===== src/rtl/unified_mem_arbiter.sv =====
// Unified memory arbiter: shares one single-port instruction/data memory
// between the fetch stage and the load/store stage. Data has fixed priority,
// and a bounded starvation counter lets fetch through after STARVE_MAX
// consecutive denied cycles. Read data is routed back to the owner of the
// previous cycle's grant.
module unified_mem_arbiter #(
    parameter int ADDR_W     = 8,
    parameter int STARVE_MAX = 3
) (
    input  logic              clk,
    input  logic              rst,
    input  logic              if_req,
    input  logic [ADDR_W-1:0] if_addr,
    output logic              if_gnt,
    output logic              if_valid,
    output logic [31:0]       if_rdata,
    input  logic              d_req,
    input  logic              d_we,
    input  logic [ADDR_W-1:0] d_addr,
    input  logic [31:0]       d_wdata,
    input  logic [3:0]        d_be,
    output logic              d_gnt,
    output logic              d_valid,
    output logic [31:0]       d_rdata,
    output logic              mem_en,
    output logic              mem_we,
    output logic [ADDR_W-3:0] mem_addr,
    output logic [31:0]       mem_wdata,
    output logic [3:0]        mem_be,
    input  logic [31:0]       mem_rdata,
    output logic [15:0]       stall_cnt
);

    typedef enum logic [1:0] {
        OWN_NONE  = 2'd0,
        OWN_FETCH = 2'd1,
        OWN_DATA  = 2'd2
    } owner_t;

    owner_t     owner_q;
    owner_t     owner_d;
    logic       owner_we_q;
    logic [3:0] starve_cnt;
    logic       fetch_boost;

    // Byte-offset bits are irrelevant to a word-addressed memory.
    logic unused_addr_bits;
    assign unused_addr_bits = ^{if_addr[1:0], d_addr[1:0]};

    assign fetch_boost = (starve_cnt == 4'(STARVE_MAX));

    // Same-cycle grant decision; data wins unless fetch has starved long enough.
    always_comb begin
        if_gnt = 1'b0;
        d_gnt  = 1'b0;
        if (!rst) begin
            d_gnt  = d_req && !fetch_boost;
            if_gnt = if_req && (!d_req || fetch_boost);
        end
    end

    // Steer the granted requester onto the memory port; fetch is always a full-word read.
    always_comb begin
        mem_en    = if_gnt || d_gnt;
        mem_we    = 1'b0;
        mem_addr  = if_addr[ADDR_W-1:2];
        mem_wdata = 32'h0;
        mem_be    = 4'b1111;
        if (d_gnt) begin
            mem_we    = d_we;
            mem_addr  = d_addr[ADDR_W-1:2];
            mem_wdata = d_wdata;
            mem_be    = d_we ? d_be : 4'b1111;
        end
    end

    // Owner register remembers who gets the memory response next cycle.
    always_ff @(posedge clk or posedge rst) begin
        if (rst) begin
            owner_q    <= OWN_NONE;
            owner_we_q <= 1'b0;
        end else begin
            owner_q    <= owner_d;
            owner_we_q <= d_gnt && d_we;
        end
    end

    // Next owner follows the current grant.
    always_comb begin
        owner_d = OWN_NONE;
        if (d_gnt) begin
            owner_d = OWN_DATA;
        end else if (if_gnt) begin
            owner_d = OWN_FETCH;
        end
    end

    // Route the synchronous read data to the owner; stores get a zero-data acknowledge.
    always_comb begin
        if_valid = 1'b0;
        if_rdata = 32'h0;
        d_valid  = 1'b0;
        d_rdata  = 32'h0;
        case (owner_q)
            OWN_FETCH: begin
                if_valid = 1'b1;
                if_rdata = mem_rdata;
            end
            OWN_DATA: begin
                d_valid = 1'b1;
                d_rdata = owner_we_q ? 32'h0 : mem_rdata;
            end
            default: begin
                if_valid = 1'b0;
            end
        endcase
    end

    // Consecutive-denial counter that forces a fetch grant once it saturates.
    always_ff @(posedge clk or posedge rst) begin
        if (rst) begin
            starve_cnt <= 4'd0;
        end else if (!if_req || if_gnt) begin
            starve_cnt <= 4'd0;
        end else if (starve_cnt != 4'(STARVE_MAX)) begin
            starve_cnt <= starve_cnt + 4'd1;
        end
    end

    // Saturating count of fetch-stall cycles for performance monitoring.
    always_ff @(posedge clk or posedge rst) begin
        if (rst) begin
            stall_cnt <= 16'd0;
        end else if (if_req && !if_gnt && (stall_cnt != 16'hFFFF)) begin
            stall_cnt <= stall_cnt + 16'd1;
        end
    end

endmodule


===== config.mk =====
export PLATFORM = sky130hd
export DESIGN_NAME = unified_mem_arbiter
export DESIGN_NICKNAME = d
export VERILOG_FILES = /design/src/rtl/unified_mem_arbiter.sv
export SDC_FILE = /design/constraint.sdc
export NUM_CORES = 1
export LEC_CHECK = 0
export CORE_ASPECT_RATIO = 1.75
export CORE_MARGIN = 1
export CORE_UTILIZATION = 28
export DETAILED_ROUTE_END_ITERATION = 16
export PLACE_DENSITY_LB_ADDON = 0.12
export SKIP_CTS_REPAIR_TIMING = 1
export SYNTH_ARGS = -nofsm -noshare
export SYNTH_HDL_FRONTEND = slang
export SYNTH_SLANG_ARGS = --single-unit

===== constraint.sdc =====
create_clock -name clk -period 2.96 [get_ports clk]
set_input_delay 0.592 -clock clk [delete_from_list [all_inputs] [get_ports clk]]
set_output_delay 0.592 -clock clk [all_outputs]
set_load 0.01 [all_outputs]

==> reports/qor.yml <==
status: "finished clean"
tightest_slew_ns: 0.6636
max-slew-margin-rel_pct: 55.14
numCtsBuffers: 3
async_flop_share_pct: 100.0
die_h_um: 112.3
ys.flop_type: "dfrtp_1"
max_freq_mhz: 350.1
crit_fanout: 16
initial_core_util_pct: 29.34
period_needed_ns: 2.857
die_w_um: 65.04
rr_worst_depth: 6
overflow: 0
row_count: 39
arrival_ns: 2.26
skew_ns: 0.003708
viasPerCell: 4.704
powerDensity_nw_per_um2: 301.9
cp.required_ns: 2.37
antenna_found_initial: 0
grt_pass1_vias: 2257
seq_area_frac_synth_pct: 29.56
nets: 533
io_buffers: 212
vias: 2460
post_drt_wl_per_cell_um: 16.70
yosysWarnings: 0
critPathLaunchType: "register"
ys_types: 36
crit_start: "starve_cnt[0]$_DFFE_PP0P_"
final_cell_mix: "clkdlybuf4s50_1, and2_1, dlymetal6s2s_1"
clockBufferDepth: 2
drt_iter0_markers: 79
finalWorstSetupSlack_ns: 0.1035
finalSetupViolCount: 0
clkTransAtPathRegs_ns: 0.06
antenna_cells: 0
synth_area_um2: 1947
worstReg2RegStart: "starve_cnt[0]$_DFFE_PP0P_"
route.detailed.drc: 0
layout_commonest_cell: "clkdlybuf4s50_1"
min-delay-start: "stall_cnt[9]$_DFFE_PP0P_"
antenna_left: 0
hold_viol_final: 0
firstDrtPassIters: 4
core_area_um2: 6636
hp-class: "register to register"
synth-seq-cells: 23
drv_slew: 0
rsz0062_at_grt: "no"
post-dp-hpwl_mm: 6.907
drive_above_1_share_pct: 7.483
rrSetupSlack_ns: 0.95
grt_pass1_wl_mm: 12.39
grtUsageTotal_pct: 22.10
power.leakage_nw: 2.221
pin_count: 217
drt_wl_total_mm: 8.736
synth-edff-count: 0
dieArea_um2: 7304
whs_ns: 0.5232
cts-root-buf: "clkbuf_16"
min_to: "stall_cnt[9]$_DFFE_PP0P_"
grt_max_degree: 34
pre_cts_slack_ns: 0.03420
avgSynthCellArea_um2: 8.691
synth_nets: 315
gp_congestion: 0.8458
cts_tree: "built"
h-tree-depth: 1
netlist_instances: 224
cap_violations: 0
cts.sinks: 23
synthToLayoutAreaGrowth_pct: 126.2
hold_path_depth: 1
crit_path_end_kind: "output port"
r2r-end: "stall_cnt[14]$_DFFE_PP0P_"
crit_type: "register to output port"
insertion_delay_ns: 0.26
fin_crit_sh_pct: 96.50
vdd_drop_max_mv: 0.4897
-- cells in the mapped netlist (2+ instances only) --
| library cell | n | area [um2] |
|---|---|---|
| ha_1 | 2 | 25.02 |
| clkbuf_1 | 9 | 33.78 |
| buf_6 | 2 | 22.52 |
| nor3_1 | 2 | 10.01 |
| nor4_1 | 4 | 25.02 |
| nor4b_1 | 3 | 26.28 |
| nor2b_1 | 3 | 18.77 |
| nor2_1 | 4 | 15.01 |
| and4_1 | 3 | 26.28 |
| and4bb_2 | 2 | 25.02 |
| nand2_1 | 7 | 26.28 |
| nand4_1 | 4 | 25.02 |
| mux2_2 | 9 | 101.4 |
| xor2_1 | 12 | 105.1 |
| a21oi_1 | 2 | 10.01 |
| nand3_1 | 7 | 35.03 |
| and3_1 | 2 | 12.51 |
| inv_1 | 3 | 11.26 |
| nor3b_1 | 3 | 22.52 |
| nand3b_1 | 5 | 37.54 |
| nand2b_1 | 3 | 18.77 |
| dfrtp_1 | 23 | 575.6 |
| and2_1 | 97 | 606.8 |
-- metrics by stage --
step                      setup TNS [ns]  std cells  area, um2   power, W  util [%]
after floorplan                        0        224       1947  0.0006498         -
after global placement                 0        517       4197   0.001024     63.24
after detailed placement               0        517       4197   0.001034     63.24
after CTS                        -0.5973        521       4275   0.001333     64.42
after global routing                   0        523       4403   0.001393     66.35
final                                  0        523       4403   0.001329     66.35
-- critical path: stages, from the launching register on --
cell and delay (ns):
dfrtp_1 0.41, ha_1 0.24, nor3b_2 0.17, nand2b_4 0.16, nor2_4 0.15, buf_12 0.16
and2_1 0.15, clkdlybuf4s50_1 0.57
-- layout make-up --
class	instances	area [um2]
clock buffer	4	78.83
fill	587	2233
inverter	3	11.26
multi-input combinational	186	1308
sequential	23	575.6
tap	82	102.6
timing repair buffer	225	2327
-- where the power goes --
part | internal [W] | switching [W] | leakage (nW)
Sequential | 0.000368 | 0.0000755 | 0.303
Combinational | 0.000369 | 0.000221 | 1.88
Clock | 0.000184 | 0.000112 | 0.0382
Total | 0.000921 | 0.000409 | 2.22
-- layer usage --
metal  wire length [um]  global-route usage [%]  part of all wire (%)  vias up
met5                  0                       0                     0        -
met4                115                   5.072                   1.3        0
met3               1015                   8.943                    12       11
met2               4608                   41.25                    53      126
met1               2997                   22.19                    34     1146
li1                   -                       -                     -     1177
-- cell families after synthesis --
family	synth area share [%]
AOI/OAI and AO/OA	2.185
xor gates and xnor gates	5.848
adders and majority gates	1.285
buffers and inverters	4.177
DFF	29.56
muxes	5.720
and+or+nand+nor	51.22
-- state kept, by name, indices dropped and copies added, names as in the netlist --
name,flops
stall_cnt,16
starve_cnt,4
owner_we_q,1
owner_q,2
-- worst max-delay path by stage --
stage          depth (start not counted)          end  slack, ns
2_1_floorplan                          6       mem_we       0.59
3_3_place_gp                           6  mem_addr[2]       0.04
3_5_place_dp                           6  mem_addr[2]       0.03
4_1_cts                                7  mem_addr[2]      -0.06
5_1_grt                                7       mem_we       0.02
6_report                               7       mem_we       0.10
(Power assumes the default switching activity.)
